==> src/rtl/rr_encoder8_3.sv <==
// Registered round-robin 8:3 encoder/arbiter with a valid/ready grant handshake.
// It returns both the encoded index and the one-hot decode of the winning requester.
module rr_encoder8_3 #(
  parameter int N    = 8,
  parameter int IDXW = 3
) (
  input  logic            clk,
  input  logic            reset_n,
  input  logic [N-1:0]    req,
  input  logic            grant_ready,
  output logic            grant_valid,
  output logic [IDXW-1:0] grant_idx,
  output logic [N-1:0]    grant_onehot
);

  typedef enum logic [0:0] {
    IDLE  = 1'b0,
    GRANT = 1'b1
  } state_t;

  state_t          state_r;
  state_t          state_s;
  logic [IDXW-1:0] ptr_r;
  logic [IDXW-1:0] ptr_s;
  logic            valid_s;
  logic [IDXW-1:0] idx_s;
  logic [N-1:0]    onehot_s;
  logic [N-1:0]    masked_s;
  logic [IDXW-1:0] next_ptr_s;

  // Scan from start upward (mod 8); walking downward lets the lowest offset win.
  function automatic logic [IDXW-1:0] search(input logic [N-1:0] r, input logic [IDXW-1:0] start);
    logic [IDXW-1:0] idx;
    logic [IDXW-1:0] cand;
    idx = 3'd0;
    for (int k = N - 1; k >= 0; k--) begin
      cand = start + IDXW'(k);
      idx  = r[cand] ? cand : idx;
    end
    return idx;
  endfunction

  function automatic logic [N-1:0] decode(input logic [IDXW-1:0] idx);
    return N'(8'd1) << idx;
  endfunction

  assign masked_s   = req & ~grant_onehot;
  assign next_ptr_s = grant_idx + 3'd1;

  // Next-state and next-output selection.
  always_comb begin
    state_s  = state_r;
    ptr_s    = ptr_r;
    valid_s  = grant_valid;
    idx_s    = grant_idx;
    onehot_s = grant_onehot;
    case (state_r)
      IDLE: begin
        if (req != 8'h00) begin
          state_s  = GRANT;
          valid_s  = 1'b1;
          idx_s    = search(req, ptr_r);
          onehot_s = decode(search(req, ptr_r));
        end else begin
          valid_s  = 1'b0;
          idx_s    = 3'd0;
          onehot_s = 8'h00;
        end
      end
      GRANT: begin
        if (grant_ready) begin
          ptr_s = next_ptr_s;
          // The just-accepted requester sits out this one cycle.
          if (masked_s != 8'h00) begin
            state_s  = GRANT;
            valid_s  = 1'b1;
            idx_s    = search(masked_s, next_ptr_s);
            onehot_s = decode(search(masked_s, next_ptr_s));
          end else begin
            state_s  = IDLE;
            valid_s  = 1'b0;
            idx_s    = 3'd0;
            onehot_s = 8'h00;
          end
        end else begin
          state_s = GRANT;
        end
      end
      default: begin
        state_s  = IDLE;
        ptr_s    = 3'd0;
        valid_s  = 1'b0;
        idx_s    = 3'd0;
        onehot_s = 8'h00;
      end
    endcase
  end

  // State, pointer and output registers.
  always_ff @(posedge clk or negedge reset_n) begin
    if (!reset_n) begin
      state_r      <= IDLE;
      ptr_r        <= 3'd0;
      grant_valid  <= 1'b0;
      grant_idx    <= 3'd0;
      grant_onehot <= 8'h00;
    end else begin
      state_r      <= state_s;
      ptr_r        <= ptr_s;
      grant_valid  <= valid_s;
      grant_idx    <= idx_s;
      grant_onehot <= onehot_s;
    end
  end

endmodule

==> config.mk <==
export PLATFORM = sky130hd
export DESIGN_NAME = rr_encoder8_3
export DESIGN_NICKNAME = d
export VERILOG_FILES = /design/src/rtl/rr_encoder8_3.sv
export SDC_FILE = /design/constraint.sdc
export NUM_CORES = 1
export LEC_CHECK = 0
export CORE_MARGIN = 1
export CORE_UTILIZATION = 45
export CTS_CLUSTER_SIZE = 10
export DETAILED_ROUTE_END_ITERATION = 8
export SLEW_MARGIN = 20
export SYNTH_ARGS = -nofsm -noshare
export SYNTH_HDL_FRONTEND = slang
export SYNTH_SLANG_ARGS = --single-unit
==> constraint.sdc <==
create_clock -name clk -period 4 [get_ports clk]
set_input_delay 0.8 -clock clk [delete_from_list [all_inputs] [get_ports clk]]
set_output_delay 0.8 -clock clk [all_outputs]
set_load 0.01 [all_outputs]
==> impl_metrics.prom <==
# TYPE chip_impl_metric gauge
chip_impl_info{name="run_status",value="finished, final reports clean"} 1
chip_impl_metric{name="postLayoutSetupSlackWorst",unit="ps"} 262
chip_impl_metric{name="firstDrtPassIters",unit=""} 5
chip_impl_metric{name="routed_wire_length_per_instance",unit="um"} 18.9
chip_impl_metric{name="die_width",unit="um"} 78.1
chip_impl_metric{name="synth.lib_cells_used.distinct",unit=""} 62
chip_impl_metric{name="antenna_left",unit=""} 0
chip_impl_info{name="synth_top_cell_by_area",value="sky130_fd_sc_hd__dfrtp_1"} 1
chip_impl_metric{name="holdPathStages",unit=""} 1
chip_impl_info{name="worstSetupEndpointType",value="flop"} 1
chip_impl_metric{name="detail_route.iter0.violations",unit=""} 297
chip_impl_metric{name="final_min_period_over_clock_period",unit="%"} 93.4
chip_impl_info{name="worst_r2r_endpoint",value="grant_onehot[0]"} 1
chip_impl_metric{name="number_of_warnings_issued_by_yosys",unit=""} 0
chip_impl_info{name="hold_critical_path_endpoint",value="grant_valid"} 1
chip_impl_metric{name="synthesized_area_per_cell",unit="um2"} 8.56
chip_impl_metric{name="grt.overflow.total",unit=""} 0
chip_impl_metric{name="grt_antenna_before_repair",unit=""} 0
chip_impl_metric{name="synthArstFlopShare",unit="%"} 100
chip_impl_metric{name="worst_skew_pair.late_latency",unit="ps"} 260
chip_impl_metric{name="worst_setup_slack_for_register_to_register_paths",unit="ps"} 440
chip_impl_info{name="synth_ff_type",value="sky130_fd_sc_hd__dfrtp_1"} 1
chip_impl_metric{name="holdBufCountCts",unit=""} 0
chip_impl_metric{name="clk_pin_slew_worst_paths",unit="ps"} 60
chip_impl_metric{name="syn-num-nets",unit=""} 319
chip_impl_metric{name="report.final.hold_viol_count",unit=""} 0
chip_impl_metric{name="finalSetupViolCount",unit=""} 0
chip_impl_info{name="clock_tree.root_cell",value="sky130_fd_sc_hd__clkbuf_8"} 1
chip_impl_metric{name="drc",unit=""} 0
chip_impl_metric{name="drive_gt1_share",unit="%"} 20.4
chip_impl_metric{name="cts_max_path_buffers",unit=""} 2
chip_impl_metric{name="via_per_inst",unit=""} 6.50
chip_impl_metric{name="clock_skew",unit="ps"} 1.61
chip_impl_info{name="startpoint_type",value="input port"} 1
chip_impl_metric{name="synth_sequential_area_ratio",unit="%"} 15.4
chip_impl_metric{name="route.vias.total",unit=""} 2670
chip_impl_metric{name="clock_sinks",unit=""} 16
chip_impl_metric{name="dp_hpwl",unit="um"} 6090
chip_impl_info{name="hp-class",value="reg -> reg"} 1
chip_impl_info{name="startpoint_of_the_most_critical_hold_path",value="grant_valid"} 1
chip_impl_info{name="tritoncts",value="built"} 1
chip_impl_metric{name="required",unit="ps"} 4120
chip_impl_metric{name="cap_viol_max_count",unit=""} 0
chip_impl_metric{name="cts_made_buffers",unit=""} 3
chip_impl_metric{name="fp.coreArea",unit="um2"} 5540
chip_impl_metric{name="netlist.area_leader.share",unit="%"} 15.4
chip_impl_info{name="beginning_of_the_worst_register_to_register_path",value="ptr_r[0]"} 1
chip_impl_metric{name="post_synthesis_instance_total",unit=""} 304
chip_impl_metric{name="grt_pass1_wl",unit="um"} 12800
chip_impl_info{name="ys_top_cells_by_area",value="sky130_fd_sc_hd__dfrtp_1, sky130_fd_sc_hd__mux4_2, sky130_fd_sc_hd__mux2i_1, sky130_fd_sc_hd__mux2_2, sky130_fd_sc_hd__nand2_1"} 1
chip_impl_metric{name="synth_enable_flop_cells",unit=""} 0
chip_impl_info{name="rsz0062_at_grt",value="no"} 1
chip_impl_metric{name="register_area",unit="um2"} 400
chip_impl_metric{name="ctsHtreeMaxLevel",unit=""} 1
chip_impl_metric{name="max_freq",unit="MHz"} 268
chip_impl_metric{name="timing_worst_slew_pin_value",unit="ps"} 846
chip_impl_metric{name="grt_pass1_vias",unit=""} 2478
chip_impl_metric{name="cts_resized",unit=""} 0
chip_impl_metric{name="max_slew_margin",unit="%"} 43.3
chip_impl_metric{name="num_io_pins",unit=""} 23
chip_impl_metric{name="initial_utilization",unit="%"} 47.0
chip_impl_metric{name="place_ws",unit="ps"} 37.6
chip_impl_metric{name="post-cts-setup-buffers",unit=""} 0
chip_impl_metric{name="diodes",unit=""} 0
chip_impl_metric{name="drv_slew",unit=""} 0
chip_impl_metric{name="finalWirelength",unit="um"} 7780
chip_impl_metric{name="post-route-min-period",unit="ps"} 3740
chip_impl_metric{name="track_usage",unit="%"} 26.8
chip_impl_metric{name="fin_nets",unit=""} 355
chip_impl_metric{name="crit_fanout",unit=""} 7
chip_impl_metric{name="worstRegToRegCells",unit=""} 11
chip_impl_metric{name="syn-cell-area",unit="um2"} 2600
chip_impl_metric{name="n_fill_cell",unit=""} 505
chip_impl_info{name="worst-setup-path-type",value="in -> reg"} 1
chip_impl_metric{name="buffer_ports.inserted",unit=""} 22
chip_impl_metric{name="syn_to_final_growth",unit="%"} 18.4
chip_impl_metric{name="multi_input_area",unit="um2"} 2040
chip_impl_metric{name="rows",unit=""} 27
chip_impl_metric{name="fp.dieArea",unit="um2"} 6090
chip_impl_metric{name="grt_max_degree",unit=""} 31
chip_impl_metric{name="final_weighted_congestion_in_routability_driven_placement",unit=""} 0.977
chip_impl_metric{name="critPathArrivalTime",unit="ps"} 3860
chip_impl_metric{name="setup_tns",unit="ps"} 0
chip_impl_metric{name="die_height",unit="um"} 78.1
chip_impl_metric{name="ys_ff_latch",unit=""} 16
==> layer usage <==
layer	share of wire, %	routed length, um	vias up	GRT usage [%]
met3	7.4	573	5	2.56
met2	45	3470	117	40.9
li1	-	-	1265	-
met5	0	0	-	0
met1	47	3690	1283	41.0
met4	0.60	47	0	5.00
==> critical path: stages <==
cell	delay, ps
sky130_fd_sc_hd__clkdlybuf4s50_1	550
sky130_fd_sc_hd__nor2b_1	440
sky130_fd_sc_hd__mux2i_1	200
sky130_fd_sc_hd__mux4_2	530
sky130_fd_sc_hd__nor4b_1	170
sky130_fd_sc_hd__or4_4	560
sky130_fd_sc_hd__a211oi_2	430
sky130_fd_sc_hd__o211ai_1	170
==> worst max-delay path by stage <==
stage                  from              end  slack, ps  depth (start not counted)
2_1_floorplan  grant_idx[0]  grant_onehot[5]        450                         12
3_3_place_gp         req[0]  grant_onehot[5]         60                          8
3_5_place_dp         req[0]  grant_onehot[4]         40                          8
4_1_cts              req[0]  grant_onehot[4]        290                          8
5_1_grt              req[0]  grant_onehot[4]        130                          8
6_report             req[0]  grant_onehot[4]        260                          8
==> synth_stat cells (3+ instances only) <==
library cell and instances:
sky130_fd_sc_hd__nand3_1 9, sky130_fd_sc_hd__clkbuf_1 7, sky130_fd_sc_hd__nand2_1 24, sky130_fd_sc_hd__nor2b_1 8
sky130_fd_sc_hd__nor4b_1 3, sky130_fd_sc_hd__mux4_2 15, sky130_fd_sc_hd__a211o_1 3, sky130_fd_sc_hd__mux2_2 8
sky130_fd_sc_hd__o31a_1 4, sky130_fd_sc_hd__nand2b_1 5, sky130_fd_sc_hd__a21oi_1 14, sky130_fd_sc_hd__o221ai_1 4
sky130_fd_sc_hd__inv_1 13, sky130_fd_sc_hd__buf_2 11, sky130_fd_sc_hd__o21a_1 3, sky130_fd_sc_hd__xor2_1 3
sky130_fd_sc_hd__mux2i_1 22, sky130_fd_sc_hd__xnor2_1 4, sky130_fd_sc_hd__o211ai_1 10, sky130_fd_sc_hd__o2111ai_1 3
sky130_fd_sc_hd__nor2_1 20, sky130_fd_sc_hd__a31oi_1 8, sky130_fd_sc_hd__nor3_1 4, sky130_fd_sc_hd__o21ai_0 14
sky130_fd_sc_hd__nor2b_4 3, sky130_fd_sc_hd__and2_1 5, sky130_fd_sc_hd__dfrtp_1 16, sky130_fd_sc_hd__ha_1 4
sky130_fd_sc_hd__a211oi_1 5, sky130_fd_sc_hd__a221o_1 8
==> final cells by class <==
cell class                 count  share of cell area (%)
sequential                    16                    13.0
clock buffer                   4                    1.79
multi-input combinational    254                    66.3
timing repair buffer          52                    14.4
tap                           72                    2.92
inverter                      13                    1.58
==> sequential cells by signal (all words and copies together) (netlist names) <==
| signal | cells |
|---|---|
| state_r | 1 |
| grant_valid | 1 |
| grant_idx | 3 |
| ptr_r | 3 |
| grant_onehot | 8 |
==> layout by cell type (no fill, tap or decap), drive strengths merged, types with 3 or more instances in the layout <==
cell type,count
buf,30
nand2,24
mux2i,22
clkdlybuf4s50,22
nor2,20
dfrtp,16
mux4,15
o21ai,14
a21oi,14
inv,13
nor2b,11
o211ai,10
nand3,9
a31oi,8
mux2,8
a221o,8
and2,6
a211oi,6
nand2b,5
xnor2,4
o31a,4
nor3,4
o221ai,4
ha,4
clkbuf,4
or3b,4
nor4b,3
xor2,3
o2111ai,3
o21a,3
a211o,3
or4,3
a221oi,3
==> cell families after synthesis <==
group                    synth area share, %
AO/OA/AOI/OAI                           27.1
adder cells (fa/ha/maj)                 1.92
buffers and inverters                   6.15
AND/OR/NAND/NOR                         22.2
XOR/XNOR                                2.35
flip-flops                              15.4
multiplexers                            24.9
==> stage by stage <==
stage          cell area [um2]  utilization [%]  instances  hold slack (ps)
3_5_place_dp              3030             54.7        407              495
4_1_cts                   3080             55.6        411              515
2_1_floorplan             2600                -        304              504
6_report                  3080             55.6        411              504
3_3_place_gp              3030             54.7        407              478
5_1_grt                   3080             55.6        411              539
Power is not shown: default switching activity piles up to over one toggle a cycle in this logic, so the estimate is an artifact.
